===== config.mk =====
export PLATFORM = sky130hd
export DESIGN_NAME = gcd_operand_reader
export DESIGN_NICKNAME = d
export VERILOG_FILES = /design/src/rtl/gcd_pkg.sv /design/src/rtl/gcd_operand_reader.sv
export SDC_FILE = /design/constraint.sdc
export NUM_CORES = 1
export LEC_CHECK = 0
export ABC_AREA = 1
export CAP_MARGIN = 20
export CORE_MARGIN = 2
export CORE_UTILIZATION = 45
export CTS_CLUSTER_SIZE = 12
export DETAILED_ROUTE_END_ITERATION = 10
export GPL_ROUTABILITY_DRIVEN = 0
export PLACE_DENSITY_LB_ADDON = 0.3
export REMOVE_ABC_BUFFERS = 1
export SETUP_SLACK_MARGIN = 0.3
export SLEW_MARGIN = 30
export SYNTH_ARGS = -nofsm -noshare
export SYNTH_HDL_FRONTEND = slang
export SYNTH_SLANG_ARGS = --single-unit

===== constraint.sdc =====
create_clock -name clk_i -period 1.45 [get_ports clk_i]
set_clock_uncertainty 0.15 [all_clocks]
set_input_delay 0.29 -clock clk_i [delete_from_list [all_inputs] [get_ports clk_i]]
set_output_delay 0.29 -clock clk_i [all_outputs]
set_load 0.02 [all_outputs]

===== src/rtl/gcd_pkg.sv =====
// Shared types for the GCD datapath: operand-reader FSM states and the operand word.
package gcd_pkg;

  localparam int unsigned DATA_WIDTH_DEF = 4;

  typedef enum logic [1:0] {
    EMPTY,
    HALF,
    FULL
  } state_t;

  typedef logic [DATA_WIDTH_DEF-1:0] word_t;

  // Number of operand words currently captured for a given state.
  function automatic logic [1:0] held_of(input state_t s);
    unique case (s)
      EMPTY:   held_of = 2'd0;
      HALF:    held_of = 2'd1;
      FULL:    held_of = 2'd2;
      default: held_of = 2'd0;
    endcase
  endfunction

endpackage


===== src/rtl/gcd_operand_reader.sv =====
// Pops words from the operand FIFO (registered read port), pairs them into (A, B)
// and offers the pair to the GCD core on a valid/ready handshake.
module gcd_operand_reader
  import gcd_pkg::*;
#(
  parameter int unsigned DATA_WIDTH = DATA_WIDTH_DEF,
  parameter int unsigned CNT_WIDTH  = 8
) (
  input  logic                  clk_i,
  input  logic                  rst_ni,
  input  logic                  fifo_empty_i,
  output logic                  fifo_rd_en_o,
  input  logic [DATA_WIDTH-1:0] fifo_data_i,
  input  logic                  flush_i,
  output logic                  op_valid_o,
  input  logic                  op_ready_i,
  output logic [DATA_WIDTH-1:0] op_a_o,
  output logic [DATA_WIDTH-1:0] op_b_o,
  output logic [CNT_WIDTH-1:0]  pair_cnt_o
);

  state_t                state_q, state_d;
  logic                  inflight_q;
  logic [DATA_WIDTH-1:0] a_q, a_d;
  logic [DATA_WIDTH-1:0] b_q, b_d;
  logic [CNT_WIDTH-1:0]  cnt_q, cnt_d;

  always_ff @(posedge clk_i or negedge rst_ni) begin
    if (!rst_ni) begin
      state_q    <= EMPTY;
      inflight_q <= 1'b0;
      a_q        <= '0;
      b_q        <= '0;
      cnt_q      <= '0;
    end else begin
      state_q    <= state_d;
      inflight_q <= fifo_rd_en_o;
      a_q        <= a_d;
      b_q        <= b_d;
      cnt_q      <= cnt_d;
    end
  end

  always_comb begin
    // Only request a word when a slot is free for it once it lands.
    fifo_rd_en_o = !fifo_empty_i && !flush_i &&
                   ((held_of(state_q) + {1'b0, inflight_q}) < 2'd2);
    state_d = state_q;
    a_d     = a_q;
    b_d     = b_q;
    cnt_d   = cnt_q;

    // Flush wins over both capture and handshake; any arriving word is dropped.
    if (flush_i) begin
      state_d = EMPTY;
    end else begin
      unique case (state_q)
        EMPTY: begin
          if (inflight_q) begin
            a_d     = fifo_data_i;
            state_d = HALF;
          end
        end
        HALF: begin
          if (inflight_q) begin
            b_d     = fifo_data_i;
            state_d = FULL;
          end
        end
        FULL: begin
          if (op_ready_i) begin
            state_d = EMPTY;
            cnt_d   = cnt_q + 1'b1;
          end
        end
        default: state_d = EMPTY;
      endcase
    end
  end

  assign op_valid_o = (state_q == FULL);
  assign op_a_o     = a_q;
  assign op_b_o     = b_q;
  assign pair_cnt_o = cnt_q;

endmodule

; ---- After elaboration in Yosys (flattened, before gate mapping)
; Cells that the tools add are included.
[op_classes]
mux = 6
eq_ne = 5
reduce_logical = 9
add_sub_neg = 2
bitwise_logic = 1
n_lt_le_gt_ge = 1
[ops]
columns = operator, count
row1 = $reduce_and 3->1, 4
row2 = $add 8x1->8 const B, 1
row3 = $mux 2, 4
row4 = $ne 3x3->1 const B, 2
row5 = $pmux 2 s3, 1
row6 = $pmux 2 s2, 1
row7 = $ne 3x2->1 const B, 1
row8 = $add 2x1->2, 1
row9 = $eq 2x1->1 const B, 1
row10 = $eq 2x2->1 const B, 1
row11 = $logic_and 1x1->1, 2
row12 = $logic_not 1->1, 2
row13 = $logic_not 2->1, 1
row14 = $lt 2x2->1 const B, 1
row15 = $not 1->1, 1
[totals]
ff_bits = 19

; ---- Depth between registers and ports, before layout
; Gate-level depths: netlist of the first run.
[depth]
ltp_word = 5
mapped_depth = 7
depth_no_buf = 7

; ---- Worst setup path after synthesis of the first run
; Ideal clock, no wire load.
[synth_path]
path_type = flip-flop to output port
start = register state_q[1]
end = output fifo_rd_en_o
path_slack_ns = -0.317
arrival_time_ns = 1.327
required_ns = 1.010
stages_incl_launch_ff = 4
cell_sequence = dfrtp_1 > inv_2 > nor2_4 > nor4_1
[synth_via]
elab_chain_len = 5
word_cells_on_any_way = 6
cone_classes = add/sub (1) / order compare (1) / eq/ne (2) / mux (1) / reduce/logical (1)
[synth_rtl]
columns = element, line
row1 = from (decl), gcd_operand_reader.sv:22  ; state_t state_q, state_d;
row2 = from (signal assigned), gcd_operand_reader.sv:36  ; state_q <= state_d;
row3 = $eq 2x2->1, n/a
row4 = via op_valid_o, gcd_operand_reader.sv:15  ; output logic op_valid_o,
row5 = $pmux 2 s2, gcd_pkg.sv:16  ; unique case (s)
row6 = $add 2x1->2, gcd_operand_reader.sv:47  ; ((held_of(state_q) + {1'b0, inflight_q}) < 2'd2);
row7 = $lt 2x2->1, gcd_operand_reader.sv:47
row8 = $logic_and 1x1->1, gcd_operand_reader.sv:46  ; fifo_rd_en_o = !fifo_empty_i && !flush_i &&
row9 = to (decl), gcd_operand_reader.sv:12  ; output logic fifo_rd_en_o,
; The timed path passes the listed nets, and every way through them passes these cells.

; ---- Worst setup path in the final report of the first run
[layout_path]
start = register state_q[1]
end = output fifo_rd_en_o
[layout_via]
elab_chain_len = 5
word_cells_on_any_way = 6
cone_classes = add/sub (1) / order compare (1) / eq/ne (2) / mux (1) / reduce/logical (1)
[layout_rtl]
columns = element, line
row1 = $eq 2x2->1 / $eq 2x1->1 (equally long branches), gcd_pkg.sv:16
row2 = $pmux 2 s2 (*), gcd_pkg.sv:16
row3 = $add 2x1->2 (*), gcd_operand_reader.sv:47
row4 = $lt 2x2->1 (*), gcd_operand_reader.sv:47
row5 = $logic_and 1x1->1 (*), gcd_operand_reader.sv:46
; Every way passes the cells marked *; elsewhere a longest branch is shown, timed or not.

==> results of run 1 <==
## routing by layer
| layer | up-vias | wire length (microns) | part of all wire (%) | global-route usage (%) |
|---|---|---|---|---|
| li1 | 425 | - | - | - |
| met1 | 430 | 1155 | 41 | 28.81 |
| met5 | - | 0 | 0 | 0 |
| met3 | 4 | 180 | 6.4 | 3.086 |
| met2 | 31 | 1466 | 52 | 41.20 |
| met4 | 0 | 29 | 1.0 | 11.43 |
## what timing repair did
action	4_1_cts	5_1_grt
gates cloned	2	0
resized for setup	131	9
setup endpoints to repair	37	37
setup buffers	4	4
pin swaps	5	4
## worst min path at each step
stage / from / end / slack (ns) / cells after the start
global placement: op_a_o[2] / op_a_o[2] / 0.32 / 2
detailed placement: op_a_o[2] / op_a_o[2] / 0.32 / 2
floorplan: rst_ni / inflight_q / -0.16 / 0
finish: rst_ni / op_b_o[3] / 0.18 / 2
CTS: rst_ni / inflight_q / 0.17 / 2
global route: rst_ni / op_b_o[1] / 0.20 / 2
## report_power, final
group / switching (mW) / internal [mW]
sequential: 0.0543 / 0.601
clock: 0.169 / 0.107
combinational: 0.250 / 0.270
total: 0.473 / 0.979
## cell usage in the layout, fill, tap and decap left out
cell type	Yosys	layout
nand2_1	33	27
buf_4	0	24
buf_6	0	21
dfrtp_1	19	18
inv_1	8	8
clkdlybuf4s50_1	0	7
nand2_2	1	6
o21ai_1	4	6
nor2_4	2	5
nand3_4	1	3
xnor2_1	3	3
clkbuf_4	0	3
inv_2	2	2
nand3_1	3	2
nor2_1	4	2
nand3b_1	2	2
o21ai_2	1	2
o21ai_0	5	2
nor4_4	0	1
nand3b_4	1	1
nand2_8	0	1
nand3_2	1	1
nor2_2	1	1
o31ai_2	0	1
xnor2_2	1	1
ha_4	0	1
clkbuf_1	0	1
dlygate4sd2_1	0	1
dfrtp_2	0	1
## metrics by stage
step | std cells | hold slack (ns)
global placement | 167 | 0.3176
global route | 181 | 0.1990
detailed placement | 167 | 0.3229
floorplan | 95 | -0.1556
CTS | 177 | 0.1749
finish | 181 | 0.1794
## registers in the layout, summed over array words and instances, names as in the netlist
name and cells:
op_b_o 4, inflight_q 1, state_q 2, op_a_o 4, pair_cnt_o 8
## cell families (layout without fill, tap and decap cells)
kind of cell	count (synthesis)	count (layout)
and+or+nand+nor	50	52
DFF	19	19
AOI/OAI and AO/OA	11	11
buffers and inverters	10	67
xor gates and xnor gates	4	4
adders and majority gates	1	1
## cell type report
type	instances	area, sq um
flip-flops and latches	19	476.7
inverters	10	37.54
clock buffers	4	26.28
fillers	100	336.6
repair buffers	53	495.5
multi-input cells	68	495.5
well taps	27	33.78
==> reports/qor.yml, run 1 <==
synth_seq_cells: 19
hpwlAfterDp_microns: 1479
final_util_pct: 82.30
path_clk_slew_ns: 0.11
area_growth_pct: 76.45
dpl-instance-area_sq_um: 1324
drive_gt1_share_pct: 48.70
grt_max_degree: 20
relSlewSlack_pct: 83.15
period_minus_slack_ns: 1.743
grt.overflow.total: 0
clk_path_buf_depth: 2
synth-seq-area-share_pct: 53.60
finalCritPeriodShare_pct: 120.2
htreeDepth: 1
yosys.area_share.adder_pct: 1.410
cp_cell_sequence: "inv_2, nor2_4, nor4_4, buf_4"
p_per_area_nw_per_um2: 927.5
crit_required_ns: 1.01
core_area_sq_um: 1902
design_area_sq_um: 1565
syn_inst: 95
cp.arrival_ns: 1.30
synth_enable_flop_cells: 0
dr.pass1.iters: 4
viasPerCell: 4.917
ys.flop_type: "dfrtp_1"
synth_xor_xnor_area_share_pct: 4.795
cp_max_fo: 3
synthDistinctLibCells: 21
crit_start: "state_q[1]"
synth_top_area_share_pct: 53.60
slowest_stage: "dfrtp_1"
critical_path_depth: 4
wl_per_cell_microns: 15.65
cts-root-buf: "clkbuf_4"
port_buffers: 26
drv_cap: 0
reg2regPathDepth: 6
dieArea_sq_um: 2343
endpoint_kind: "output pin"
ant_nets: 0
hp-class: "in -> async"
die_height_microns: 48.40
critPathBufInv: 2
violations: "setup timing"
postCtsHoldBufs: 0
fmax_mhz: 573.7
critPathMaxStageDelay_ns: 0.43
syn_area_sq_um: 887.1
ys_top_cells_by_area: "dfrtp_1, nand2_1, inv_1"
synth_top_family_by_area: "simple AND/OR/NAND/NOR gates"
synth_simple_gate_area_share_pct: 29.06
status: "finished with violations"
final-setup-viol-count: 4
ys_top_cells_by_count: "nand2_1, dfrtp_1, inv_1"
initial_core_util_pct: 46.64
irDropWorstVdd_mv: 0.8274
fp.dieW_microns: 48.40
rows: 16
yosysTopAreaCell: "dfrtp_1"
syn_avg_cell_area_sq_um: 9.338
grtUsageTotal_pct: 23.56
hold_viol: 0
dr_total_vias: 890
rsz0062_at_grt: "true"
cts.sinks: 19
worstSkewPairLatency_ns: 0.30
fin_ws_ns: -0.2932
rr_startpoint: "state_q[0]"
grt_pass1_wl_microns: 4133
n_antenna_cell: 0
critPathKind: "reg -> out"
setup_tns_ns: -0.5441
start_kind: "flip-flop"
cts_tree: "yes"
muxShareOfSynthArea_pct: 0
wirelength_microns: 2832
io_pins: 27
fin_nets: 165
drt_iter0_drc: 21
dpl_worst_slack_ns: -0.7812
ys.warnings.count: 0
p_total_mw: 1.452
tightest_slew_ns: 0.2527
crit_path_end: "fifo_rd_en_o"
maxSlewViolCount: 0
synth_most_common_cell: "nand2_1"
drcViolationCount: 0
cts_made_buffers: 3
antenna_found_initial: 0
r2r-end: "pair_cnt_o[0]"
grt_pass1_vias: 887
regToRegSetupSlack_ns: -0.02
synth-compound-area-share_pct: 6.911
leakage_nw: 0.7743
async_flop_share_pct: 100.0
cp_top_family: "flip-flops"
No activity file was read; power rests on OpenSTA's default activity.
==> run 2, diff against run 1 <==
--- a/config.mk
+++ b/config.mk
@@ -5,10 +5,9 @@
 export SDC_FILE = /design/constraint.sdc
 export NUM_CORES = 1
 export LEC_CHECK = 0
-export ABC_AREA = 1
 export CAP_MARGIN = 20
 export CORE_MARGIN = 2
-export CORE_UTILIZATION = 45
+export CORE_UTILIZATION = 43
 export CTS_CLUSTER_SIZE = 12
 export DETAILED_ROUTE_END_ITERATION = 10
 export GPL_ROUTABILITY_DRIVEN = 0
==> run 2 against run 1 <==
The run still ends with setup timing left. Hold slack got worse by 0.00088 ns. Critical path depth fell by 1. Core utilization rose by 1.3 points. Clock power fell by 4%. Sequential share of layout area rose by 2.6 points. Critical path type unchanged.
==> reports/qor.yml, run 2 <==
hp-class: "in -> async"
met1_length_microns: 887
dieArea_sq_um: 2204
endpoint_kind: "output pin"
tightest_slew_ns: 0.2599
synth_seq_cells: 19
area_growth_pct: 82.02
ant_nets: 0
synth-seq-area-share_pct: 59.94
dr.pass1.iters: 4
largest_register_ffs: 8
initial_core_util_pct: 45.94
cp.arrival_ns: 1.37
synth_enable_flop_cells: 0
ys_top_cells_by_count: "dfrtp_1, mux2_2, xnor2_1"
rr_startpoint: "state_q[0]"
critPathKind: "reg -> out"
syn_avg_cell_area_sq_um: 14.17
drive_gt1_share_pct: 59.82
irDropWorstVdd_mv: 0.8942
status: "finished with violations"
design_area_sq_um: 1444
rows: 15
core_area_sq_um: 1727
postCtsHoldBufs: 0
yosysTopAreaCell: "dfrtp_1"
drcViolationCount: 0
wl_met3_microns: 60
port_buffers: 26
top_layer_used: "met4"
dr_total_vias: 668
start_kind: "flip-flop"
worstSkewPairLatency_ns: 0.29
rsz0062_at_grt: "true"
die_height_microns: 46.95
crit_start: "state_q[1]"
maxSlewViolCount: 0
cts-root-buf: "clkbuf_4"
wl_met2_microns: 1312
leakage_nw: 0.7070
syn_area_sq_um: 793.3
htreeDepth: 1
wirelength_microns: 2281
synth_top_area_share_pct: 59.94
relSlewSlack_pct: 82.60
hold_viol: 0
wl_per_cell_microns: 16.65
synth_most_common_cell: "dfrtp_1"
period_minus_slack_ns: 1.809
holdWs_ns: 0.1785
violations: "setup timing"
crit_required_ns: 1.01
grtUsageTotal_pct: 19.63
io_pins: 27
ys_top_cells_by_area: "dfrtp_1, mux2_2, xnor2_1"
drt_iter0_drc: 8
cp_max_fo: 3
syn_inst: 56
synthDistinctLibCells: 21
mostFrequentLayoutCells: "buf_6, buf_4, dfrtp_1, clkdlybuf4s50_1, xnor2_1"
n_antenna_cell: 0
final_common_cell: "buf_6"
antenna_found_initial: 0
fin_ws_ns: -0.3587
drv_cap: 0
fin_nets: 123
ys.flop_type: "dfrtp_1"
fmax_mhz: 552.9
fp.dieW_microns: 46.95
cts_made_buffers: 3
p_per_area_nw_per_um2: 1052
final_util_pct: 83.62
finalCritPeriodShare_pct: 124.7
grt_pass1_wl_microns: 2842
ys.warnings.count: 0
clk_path_buf_depth: 2
cts_tree: "yes"
grt.overflow.total: 0
hpwlAfterDp_microns: 1282
final-setup-viol-count: 18
grt_max_degree: 20
dpl-instance-area_sq_um: 1215
path_clk_slew_ns: 0.10
async_flop_share_pct: 100.0
p_total_mw: 1.519
viasPerCell: 4.876
dpl_worst_slack_ns: -0.7474
grt_pass1_vias: 678
cts.sinks: 19
## run 2: changes by cell type after synthesis, moves of 2 or more
cell / before / now
inv_1: 8 / 0
nand2_1: 33 / 2
nor2_1: 4 / 1
mux2_2: 0 / 9
inv_2: 2 / 0
nand4_1: 0 / 3
o21ai_1: 4 / 0
o21ai_0: 5 / 0
nor2_4: 2 / 0
nand3_1: 3 / 1
xnor2_1: 3 / 7
## run 2: through the flow
step	cells	setup TNS [ns]
global route	137	-4.839
floorplan	55	-3.935
global placement	124	-7.003
detailed placement	124	-7.282
CTS	135	-3.343
finish	137	-3.901
## run 2: final timing paths
kind	slack [ns]	cells past startpoint	end
min in group clk_i	0.26	2	inflight_q
max in group asynchronous	0.75	2	state_q[0]
min	0.18	2	pair_cnt_o[6]
max reg2reg	-0.28	7	pair_cnt_o[2]
max	-0.36	3	fifo_rd_en_o
min reg2reg	0.40	1	op_b_o[3]
## run 2: area by class of cell
class | instances | area [sq um]
repair buffers | 53 | 510.5
well taps | 25 | 31.28
clock buffers | 4 | 26.28
fillers | 107 | 282.8
multi-input cells | 36 | 399.1
flip-flops and latches | 19 | 476.7
## run 2: logic make-up (layout without fill, tap and decap cells)
kind of cell	Yosys count	in the layout	synth area share, %
buffers and inverters	1	57	0.6303
adder cells (fa/ha/maj)	1	1	1.577
AND/OR/NAND/NOR	17	17	15.62
flip-flops	19	19	59.94
AO/OA/AOI/OAI	1	1	0.6303
multiplexers	9	9	12.78
XOR/XNOR	8	8	8.833
## run 2: critical path, stage by stage, from the launching register on
cell     delay [ns]
dfrtp_1        0.42
nor2b_4        0.15
nor4b_4        0.30
buf_4          0.20
## run 2: per-layer routing
| metal | vias to the layer above | track usage (%) |
|---|---|---|
| met2 | 11 | 33.42 |
| met5 | - | 0 |
| met4 | 0 | 11.67 |
| met3 | 2 | 3.462 |
| met1 | 341 | 23.08 |
| li1 | 314 | - |
## run 2: repair_timing
action / 4_1_cts / 5_1_grt
pin swaps: 6 / 6
endpoints found under the setup margin: 34 / 35
buffers inserted: 7 / 2
resized for setup: 123 / 13
gates cloned: 0 / 0
## run 2: power by group
part,leakage [nW],switching [mW],internal (mW)
clock network,0.0150,0.157,0.107
logic,0.446,0.241,0.335
registers,0.246,0.0646,0.614
total,0.707,0.463,1.06
